==> src/rtl/cpu_pkg.sv <==
// Shared CPU definitions: next-PC source encodings and default vectors.
// Latency: none (declarations only).
// Backpressure: not applicable.
package cpu_pkg;

    // Next-PC source select; codes 6 and 7 fall back to sequential.
    typedef enum logic [2:0] {
        PCSEL_SEQ    = 3'd0,
        PCSEL_BRANCH = 3'd1,
        PCSEL_JUMP   = 3'd2,
        PCSEL_JREG   = 3'd3,
        PCSEL_RET    = 3'd4,
        PCSEL_EXC    = 3'd5
    } pc_sel_e;

    localparam logic [31:0] DEF_RESET_VEC = 32'h0000_0000;
    localparam logic [31:0] DEF_EXC_VEC   = 32'h0000_0180;

endpackage

==> src/rtl/ras_stack.sv <==
// Return-address stack: circular storage with a saturating occupancy count.
// Latency: push/pop take effect at the clock edge; top/empty/full reflect state after it.
// Backpressure: none; a push when full overwrites the oldest entry.
module ras_stack #(
    parameter int W     = 32,
    parameter int DEPTH = 4
) (
    input  logic         clk,
    input  logic         rst,
    input  logic         push,
    input  logic         pop,
    input  logic [W-1:0] push_data,
    output logic [W-1:0] top,
    output logic         empty,
    output logic         full
);
    localparam int PTR_W = $clog2(DEPTH);
    localparam int CNT_W = PTR_W + 1;
    localparam logic [CNT_W-1:0] CNT_MAX = CNT_W'(DEPTH);

    logic [W-1:0]     r_mem [DEPTH];
    logic [PTR_W-1:0] r_ptr;      // next free slot; top lives one below
    logic [CNT_W-1:0] r_count;
    logic             r_empty;
    logic             r_full;

    logic [PTR_W-1:0] w_top_idx;
    logic             w_do_pop;
    logic [CNT_W-1:0] w_count_nxt;

    assign w_top_idx = r_ptr - PTR_W'(1);
    assign w_do_pop  = pop && (r_count != '0);
    assign top       = r_mem[w_top_idx];
    assign empty     = r_empty;
    assign full      = r_full;

    // Occupancy after this edge: push saturates, pop decrements, both cancel.
    always_comb begin
        w_count_nxt = r_count;
        if (push && !w_do_pop && (r_count != CNT_MAX)) begin
            w_count_nxt = r_count + CNT_W'(1);
        end else if (w_do_pop && !push) begin
            w_count_nxt = r_count - CNT_W'(1);
        end
    end

    // Pointer, count and status flags.
    always_ff @(posedge clk) begin
        if (rst) begin
            r_ptr   <= '0;
            r_count <= '0;
            r_empty <= 1'b1;
            r_full  <= 1'b0;
        end else begin
            if (push && !w_do_pop) begin
                r_ptr <= r_ptr + PTR_W'(1);
            end else if (w_do_pop && !push) begin
                r_ptr <= w_top_idx;
            end
            r_count <= w_count_nxt;
            r_empty <= (w_count_nxt == '0);
            r_full  <= (w_count_nxt == CNT_MAX);
        end
    end

    // Entry storage; push+pop rewrites the current top in place.
    always_ff @(posedge clk) begin
        if (!rst && push) begin
            if (w_do_pop) begin
                r_mem[w_top_idx] <= push_data;
            end else begin
                r_mem[r_ptr] <= push_data;
            end
        end
    end

endmodule

==> src/rtl/pc_next_unit.sv <==
// Program counter, next-PC selection, jump-region combine and return-address stack.
// Latency: 1 cycle from accepted update to new pc; pc_plus4/jdata combinational from pc.
// Backpressure: none; updates happen only on pc_write or pc_cond with zero set.
module pc_next_unit
    import cpu_pkg::*;
#(
    parameter int                 ADDR_W    = 32,
    parameter int                 TARGET_W  = 26,
    parameter int                 RAS_DEPTH = 4,
    parameter logic [ADDR_W-1:0]  RESET_VEC = DEF_RESET_VEC,
    parameter logic [ADDR_W-1:0]  EXC_VEC   = DEF_EXC_VEC
) (
    input  logic                clk,
    input  logic                rst,
    input  logic                pc_write,
    input  logic                pc_cond,
    input  logic                zero,
    input  logic [2:0]          pc_sel,
    input  logic                link,
    input  logic [15:0]         imm16,
    input  logic [TARGET_W-1:0] target,
    input  logic [ADDR_W-1:0]   reg_addr,
    output logic [ADDR_W-1:0]   pc,
    output logic [ADDR_W-1:0]   pc_plus4,
    output logic [ADDR_W-1:0]   jdata,
    output logic                ras_empty,
    output logic                ras_full,
    output logic                ras_miss,
    output logic                misalign
);
    logic [ADDR_W-1:0] r_pc;
    logic              r_ras_miss;
    logic              r_misalign;

    logic              w_upd;
    logic [ADDR_W-1:0] w_br_off;
    logic [ADDR_W-1:0] w_next_pc;
    logic              w_push;
    logic              w_pop;
    logic              w_miss;
    logic              w_mis;
    logic [ADDR_W-1:0] w_ras_top;
    logic              w_ras_empty;

    assign w_upd    = pc_write | (pc_cond & zero);
    assign pc_plus4 = r_pc + ADDR_W'(4);
    // Word offset scaled to bytes and sign-extended to the address width.
    assign w_br_off = {{(ADDR_W-18){imm16[15]}}, imm16, 2'b00};
    // Jump keeps the region bits of the (possibly wrapped) sequential address.
    assign jdata    = {pc_plus4[ADDR_W-1:TARGET_W+2], target, 2'b00};

    assign pc        = r_pc;
    assign ras_miss  = r_ras_miss;
    assign misalign  = r_misalign;
    assign ras_empty = w_ras_empty;

    // Next-PC source mux, RAS control and fault detection for an accepted update.
    always_comb begin
        w_next_pc = pc_plus4;
        w_push    = 1'b0;
        w_pop     = 1'b0;
        w_miss    = 1'b0;
        w_mis     = 1'b0;
        case (pc_sel)
            PCSEL_BRANCH: w_next_pc = pc_plus4 + w_br_off;
            PCSEL_JUMP: begin
                w_next_pc = jdata;
                w_push    = link;
            end
            PCSEL_JREG: begin
                w_push = link;
                if (reg_addr[1:0] != 2'b00) begin
                    w_next_pc = EXC_VEC;
                    w_mis     = 1'b1;
                end else begin
                    w_next_pc = reg_addr;
                end
            end
            PCSEL_RET: begin
                if (!w_ras_empty) begin
                    w_next_pc = w_ras_top;
                    w_pop     = 1'b1;
                end else begin
                    w_miss = 1'b1;
                    if (reg_addr[1:0] != 2'b00) begin
                        w_next_pc = EXC_VEC;
                        w_mis     = 1'b1;
                    end else begin
                        w_next_pc = reg_addr;
                    end
                end
            end
            PCSEL_EXC: w_next_pc = EXC_VEC;
            default:   w_next_pc = pc_plus4;
        endcase
        if (!w_upd) begin
            w_next_pc = r_pc;
            w_push    = 1'b0;
            w_pop     = 1'b0;
            w_miss    = 1'b0;
            w_mis     = 1'b0;
        end
    end

    // PC register and one-cycle fault pulses.
    always_ff @(posedge clk) begin
        if (rst) begin
            r_pc       <= RESET_VEC;
            r_ras_miss <= 1'b0;
            r_misalign <= 1'b0;
        end else begin
            r_pc       <= w_next_pc;
            r_ras_miss <= w_miss;
            r_misalign <= w_mis;
        end
    end

    ras_stack #(
        .W     (ADDR_W),
        .DEPTH (RAS_DEPTH)
    ) u_ras (
        .clk       (clk),
        .rst       (rst),
        .push      (w_push),
        .pop       (w_pop),
        .push_data (pc_plus4),
        .top       (w_ras_top),
        .empty     (w_ras_empty),
        .full      (ras_full)
    );

endmodule

==> config.mk <==
export PLATFORM = sky130hd
export DESIGN_NAME = pc_next_unit
export DESIGN_NICKNAME = d
export VERILOG_FILES = /design/src/rtl/cpu_pkg.sv /design/src/rtl/ras_stack.sv /design/src/rtl/pc_next_unit.sv
export SDC_FILE = /design/constraint.sdc
export NUM_CORES = 1
export LEC_CHECK = 0
export ABC_AREA = 1
export CORE_UTILIZATION = 43
export CTS_CLUSTER_SIZE = 24
export DETAILED_ROUTE_END_ITERATION = 16
export MAX_ROUTING_LAYER = met4
export PLACE_DENSITY = 0.71
export SYNTH_ARGS = -nofsm -noshare
export SYNTH_HDL_FRONTEND = slang
export SYNTH_SLANG_ARGS = --single-unit
==> constraint.sdc <==
create_clock -name clk -period 7.1 [get_ports clk]
set_clock_uncertainty 0.15 [all_clocks]
set_input_delay 1.42 -clock clk [delete_from_list [all_inputs] [get_ports clk]]
set_output_delay 1.42 -clock clk [all_outputs]
set_load 0.02 [all_outputs]
Word-level counts from Yosys, hierarchy flattened:

Memories as Yosys holds them, arrays and structs flattened.
Index checks and enable logic that the tools add are counted.

* $add $sub $neg: 6
* eq/ne operators: 7
* multiplexer cells: 25
* bitwise logic cells: 4
* reductions and logical operators: 16

Operator list (count)
* $pmux 32 s5: 1
* $mux 32: 3
* $add 32x3->32 const B: 1
* $add 32x32->32: 1
* $reduce_or 32->1: 1
* $mux 1: 15
* $eq 3x3->1 const B: 3
* $eq 3x2->1 const B: 2
* $mux 2: 3
* $mux 3: 2
* $logic_and 1x1->1: 5
* $reduce_bool 2->1: 2
* $reduce_or 2->1: 2
* $add 3x1->3 const B: 1
* $eq 3x1->1 const B: 1
* $logic_not 1->1: 3
* $logic_not 3->1: 1
* $ne 3x3->1 const B: 1
* $reduce_bool 3->1: 1
* $reduce_or 3->1: 1
* $sub 3x1->3 const B: 1
* $add 2x1->2 const B: 1
* $not 1->1: 2
* $pmux 1 s2: 1
* other kinds (3): 3

* flip-flop bits (word level): 41
* RAM bits: 128
* output and inout port bits: 100
* memories: 1

Memory list
* u_ras.r_mem: words 4, width 32, read ports 1, clocked after memory_dff 0, write ports 1, line ras_stack.sv:21 `logic [W-1:0] r_mem [DEPTH];`

Longest topological paths before layout:

* depth after elaboration: 9
* gate-level depth with buffers: 24
* gate-level depth less buffers: 24

By module:

Synthesis repeated with hierarchy kept, for this count alone.

* cell total of the unflattened synthesis: 1436
* area, all modules: 10991.8 sq um

By module, submodules not included
* pc_next_unit: times used 1, cells an instance 1009, area an instance 5639.2 sq um, sequential area each 680.7 sq um
* ras_stack: times used 1, cells an instance 427, area an instance 5352.6 sq um, sequential area each 3983.8 sq um

Worst setup path before layout:

Ideal clock, no wire load.

* kind: input -> register
* start point: input pc_sel[2]
* end point: memory u_ras.r_mem[1][0] (enable)
* library setup time: 0.421 ns
* arrival time: 3.786 ns
* required time: 6.529 ns
* setup slack: 2.743 ns
* cell stages on the path: 10
* cell sequence: inv_2 ha_1 inv_1 nor3_1 inv_1 nor2_1 nand2_2 xor2_2 inv_2 nor2_1

* word-level cells in the longest chain between the ends: 9

Ends and longest elaborated chain
* start, declared: line pc_next_unit.sv:18 `input logic [2:0] pc_sel,`
* $eq 3x3->1 / $eq 3x2->1 (equally long branches): line pc_next_unit.sv:64 `case (pc_sel)`
* $mux 1 / $reduce_or 2->1 (equally long branches)
* $mux 1 (on tied branches): line pc_next_unit.sv:96, pc_next_unit.sv:64
* $logic_and 1x1->1 / $mux 1 (equally long branches): line ras_stack.sv:32, pc_next_unit.sv:96
* $mux 1 / $logic_and 1x1->1 (equally long branches): line ras_stack.sv:69, ras_stack.sv:68
* $mux 1: line ras_stack.sv:68 `if (!rst && push) begin`
* $mux 1 (not written as such): line ras_stack.sv:72 `r_mem[r_ptr] <= push_data;`
* $reduce_or 32->1 (no source line)
* $mux 2 (no source line) / $mux 1 (equally long branches)
* end, declared: line ras_stack.sv:21

Several ways; a longest one is shown, not always the timed one.

Worst setup path in the final report:

* start point: register r_pc[3], in the netlist pc[3]
* end point: output pc_plus4[12]

* word-level cells in the longest chain between the ends: 1

Ends and longest elaborated chain
* start, declared: line pc_next_unit.sv:31 `logic [ADDR_W-1:0] r_pc;`
* start signal, assigned: line pc_next_unit.sv:112 `r_pc <= w_next_pc;`
* $add 32x3->32: line pc_next_unit.sv:46 `assign pc_plus4 = r_pc + ADDR_W'(4);`
* end, declared: line pc_next_unit.sv:24 `output logic [ADDR_W-1:0] pc_plus4,`

No other way between the ends.

==> results.rst <==
.. list-table::
   :header-rows: 1

   * - Metric
     - Value
   * - Outcome
     - finished, final reports clean
   * - TNS Setup
     - 0 ns
   * - Final clock period utilization by the worst path
     - between 60% and 70%
   * - Die X-Extent
     - roughly 160 µm
   * - Overall Power
     - 2.67 mW
   * - Layout net count
     - 1637
   * - CTS Hold Bufs
     - 0
   * - Count of flip-flops with a built-in enable after synthesis
     - 128
   * - Via density per instance
     - 5.39
   * - Clock slew at the register clock pins of the worst setup and hold paths
     - 0.07 ns
   * - Synth top area cells
     - sky130_fd_sc_hd__edfxtp_1 (36%), sky130_fd_sc_hd__nand2_1 (15%), sky130_fd_sc_hd__dfxtp_1 (7.8%), sky130_fd_sc_hd__inv_1 (4.9%), sky130_fd_sc_hd__ha_1 (4.9%)
   * - Most frequently used cell type in the post-synthesis netlist
     - sky130_fd_sc_hd__nand2_1
   * - Residual DRC count
     - 0
   * - Req. time, crit path
     - 5.53 ns
   * - Die Span Y
     - 159 µm
   * - Number of routed nets with antenna violations
     - 0
   * - Worst Setup End Kind
     - output port
   * - Share of the yosys chip area belonging to registers
     - 44.1%
   * - Maximum clock frequency
     - 0.204 GHz
   * - Setup repair after global routing missed its margin
     - no
   * - Total inserted antenna cells
     - 0
   * - Final setup viols
     - 0
   * - Leftover overflow at the end of global routing
     - 0
   * - List of most frequent post-synthesis cells
     - sky130_fd_sc_hd__nand2_1 (422), sky130_fd_sc_hd__inv_1 (137), sky130_fd_sc_hd__edfxtp_1 (128), sky130_fd_sc_hd__nor2_1 (105), sky130_fd_sc_hd__a21oi_1 (91)
   * - Critical Path Fanout Max
     - 7
   * - Final hold slack
     - between 0.3 and 0.4 ns
   * - Most repeated library cell on the critical path
     - sky130_fd_sc_hd__nand2_1
   * - Share of final-layout standard cells stronger than drive strength 1
     - 5.64%
   * - Average instance area after synthesis
     - roughly 7.7 µm²
   * - Count of TritonRoute iterations in the first routing pass
     - 5
   * - Register bit count reported by yosys
     - 169
   * - Cell count after synthesis
     - 1366
   * - Clock sinks
     - 169
   * - Synth-to-Final Area Change
     - 23.6%
   * - Synthesis Warnings
     - 0
   * - Clock tree from TritonCTS
     - built
   * - Avg WL per Cell
     - ~20 µm
   * - Power density of the placed cells
     - between 200 and 250 mW/mm²
   * - Library cell occupying the most area in the post-synthesis netlist
     - sky130_fd_sc_hd__edfxtp_1
   * - Via count
     - roughly 10000
   * - Setup CP Type
     - reg -> out
   * - Routed WL
     - roughly 36000 µm
   * - Core region area
     - approximately 0.024 mm²
   * - Primary flip-flop cell chosen by synthesis mapping
     - sky130_fd_sc_hd__edfxtp_1
   * - Shortest period the worst path allows
     - 4.90 ns
   * - Max incr delay on CP
     - 0.77 ns
   * - Pre-CTS WS
     - 2.18 ns
   * - Starting density of the core
     - between 40% and 50%
   * - Final weighted congestion of routability-driven global placement
     - approximately 0.95
   * - Worst setup SP type
     - flip-flop
   * - Relative slew slack
     - 22.6%
   * - Cells along the critical path
     - ha_1 -> nand2_1 -> nor2_1 -> nand2_1 -> nor2_2 -> xor2_1 -> clkdlybuf4s50_1
   * - Count of final max-slew check failures
     - 0
   * - Post-synth top area share
     - 36.4%
   * - Skew-Pair Late Insertion Delay
     - around 0.43 ns
   * - Largest net degree at the start of global routing
     - 44
   * - Vias in the first global route
     - 9707
   * - Final Core Density
     - 53.9%
   * - Num ports
     - 183
   * - Worst path slowest cell
     - sky130_fd_sc_hd__xor2_1
   * - Share of async-settable or async-resettable flops after synthesis
     - 0%
   * - Number of gates resized after cts
     - 0
   * - Buffers from clock root to sink, at most
     - 2
   * - Library cells used by synthesis
     - 48
   * - Total Die Area
     - roughly 0.025 mm²
   * - DRT iter0 DRCs
     - about 830
   * - Half-perimeter wire length after placement
     - 27700 µm
   * - Highest ir drop seen on vdd
     - 0.000161 V
   * - Buffers inserted by post-CTS timing repair
     - 0
   * - Slack of the critical path
     - approximately 2.2 ns
   * - Wire length of the first global-routing pass
     - 54500 µm
   * - Worst Path Arrival
     - between 3 and 4 ns
   * - Clock buffer count from CTS
     - 17
   * - Cell row count
     - 57
   * - Hold Fails Final Rpt
     - 0
   * - Post-synth design cell area
     - between 0.01 and 0.015 mm²
   * - Buffers added on ports
     - between 150 and 200
   * - Clock root cell
     - sky130_fd_sc_hd__clkbuf_16
   * - Static power due to leakage
     - around 5.5 nW
   * - MaxCap Viol Count
     - 0
   * - Total number of H-tree levels
     - 4
   * - Least-Margin Pin Slew
     - 1.15 ns
   * - Type of the worst min-delay path
     - reg -> reg
   * - Initial antenna violation count
     - 0
   * - Global routing usage summed across all routing layers
     - 29.5%
[through the flow]
step / instance area (µm²) / std cells
final: 13100 / 1848
after global routing: 13100 / 1848
after global placement: 12500 / 1817
after detailed placement: 12500 / 1817
after floorplan: 10600 / 1367
after CTS: 13100 / 1848
[cell usage in the layout (no fill, tap or decap), types with 3 or more instances in the layout]
cell and instances:
sky130_fd_sc_hd__inv_2 17, sky130_fd_sc_hd__nand3b_1 8, sky130_fd_sc_hd__inv_1 137, sky130_fd_sc_hd__clkbuf_16 17, sky130_fd_sc_hd__nor3_1 13, sky130_fd_sc_hd__or2_2 6, sky130_fd_sc_hd__nor2_4 3, sky130_fd_sc_hd__dfxtp_1 41
sky130_fd_sc_hd__ha_1 41, sky130_fd_sc_hd__nand4_1 15, sky130_fd_sc_hd__o21ai_1 28, sky130_fd_sc_hd__nand3_1 67, sky130_fd_sc_hd__a22oi_1 27, sky130_fd_sc_hd__clkdlybuf4s50_1 180, sky130_fd_sc_hd__o211ai_1 8, sky130_fd_sc_hd__xnor2_1 8
sky130_fd_sc_hd__o21ai_0 67, sky130_fd_sc_hd__a21o_1 4, sky130_fd_sc_hd__a31oi_1 3, sky130_fd_sc_hd__xor2_1 15, sky130_fd_sc_hd__o21bai_1 8, sky130_fd_sc_hd__nor2_2 9, sky130_fd_sc_hd__nand2_2 3, sky130_fd_sc_hd__nor2_1 101
sky130_fd_sc_hd__o22ai_1 5, sky130_fd_sc_hd__a21oi_1 91, sky130_fd_sc_hd__nand2_1 422, sky130_fd_sc_hd__edfxtp_1 128, sky130_fd_sc_hd__buf_4 15
[layer usage]
metal  up-vias  track usage [%]  wire length (µm)
li1       4806                -                 -
met1      4713             37.2             15000
met2       383             48.8             17400
met3        53             3.84              2600
met4         0             9.84              1020
met5         -                -                 0
[registers in the layout, summed over array words and instances, names as in the netlist]
register and flops:
u_ras.r_mem 128, pc 32, u_ras.r_count 3, u_ras.r_ptr 2, misalign 1, ras_miss 1
u_ras.empty 1, u_ras.full 1
[worst max-delay path, delay by kind of cell (launching register included)]
kind	cells	cell delay, ns
xor+xnor	1	0.77
buf+inv	1	0.77
simple gates	4	0.67
flops	1	0.44
fa+ha+maj	1	0.24
[power by group]
part           switching [mW]  internal, mW  leakage (nW)
registers              0.0376          1.09          1.52
logic                   0.396         0.237          3.71
clock network           0.383         0.525         0.272
[worst paths after layout]
check                      from             endpoint  slack [ns]  cells past startpoint
max          pc[3]$_SDFFE_PP0N_         pc_plus4[12]        2.20                      7
min          pc[6]$_SDFFE_PP0N_   pc[6]$_SDFFE_PP0N_        0.39                      2
max reg2reg  pc[3]$_SDFFE_PP0N_  pc[30]$_SDFFE_PP0N_        2.90                     17
min reg2reg  pc[6]$_SDFFE_PP0N_   pc[6]$_SDFFE_PP0N_        0.39                      2
[cell type report]
cell class | instances | area [µm²]
fillers | 2319 | 11200
multi-input cells | 975 | 4930
clock inverters | 11 | 123
well taps | 324 | 405
repair buffers | 195 | 1910
flip-flops and latches | 169 | 4660
clock buffers | 20 | 447
inverters | 154 | 578
[cells by family after synthesis]
kind of cell | synth area share [%]
simple gates | 26.0
compound gates | 13.1
buf+inv | 9.43
flops | 44.1
fa+ha+maj | 5.04
xor+xnor | 2.06
mux | 0.189
other cells | 0.0355
(Power assumes the default switching activity.)
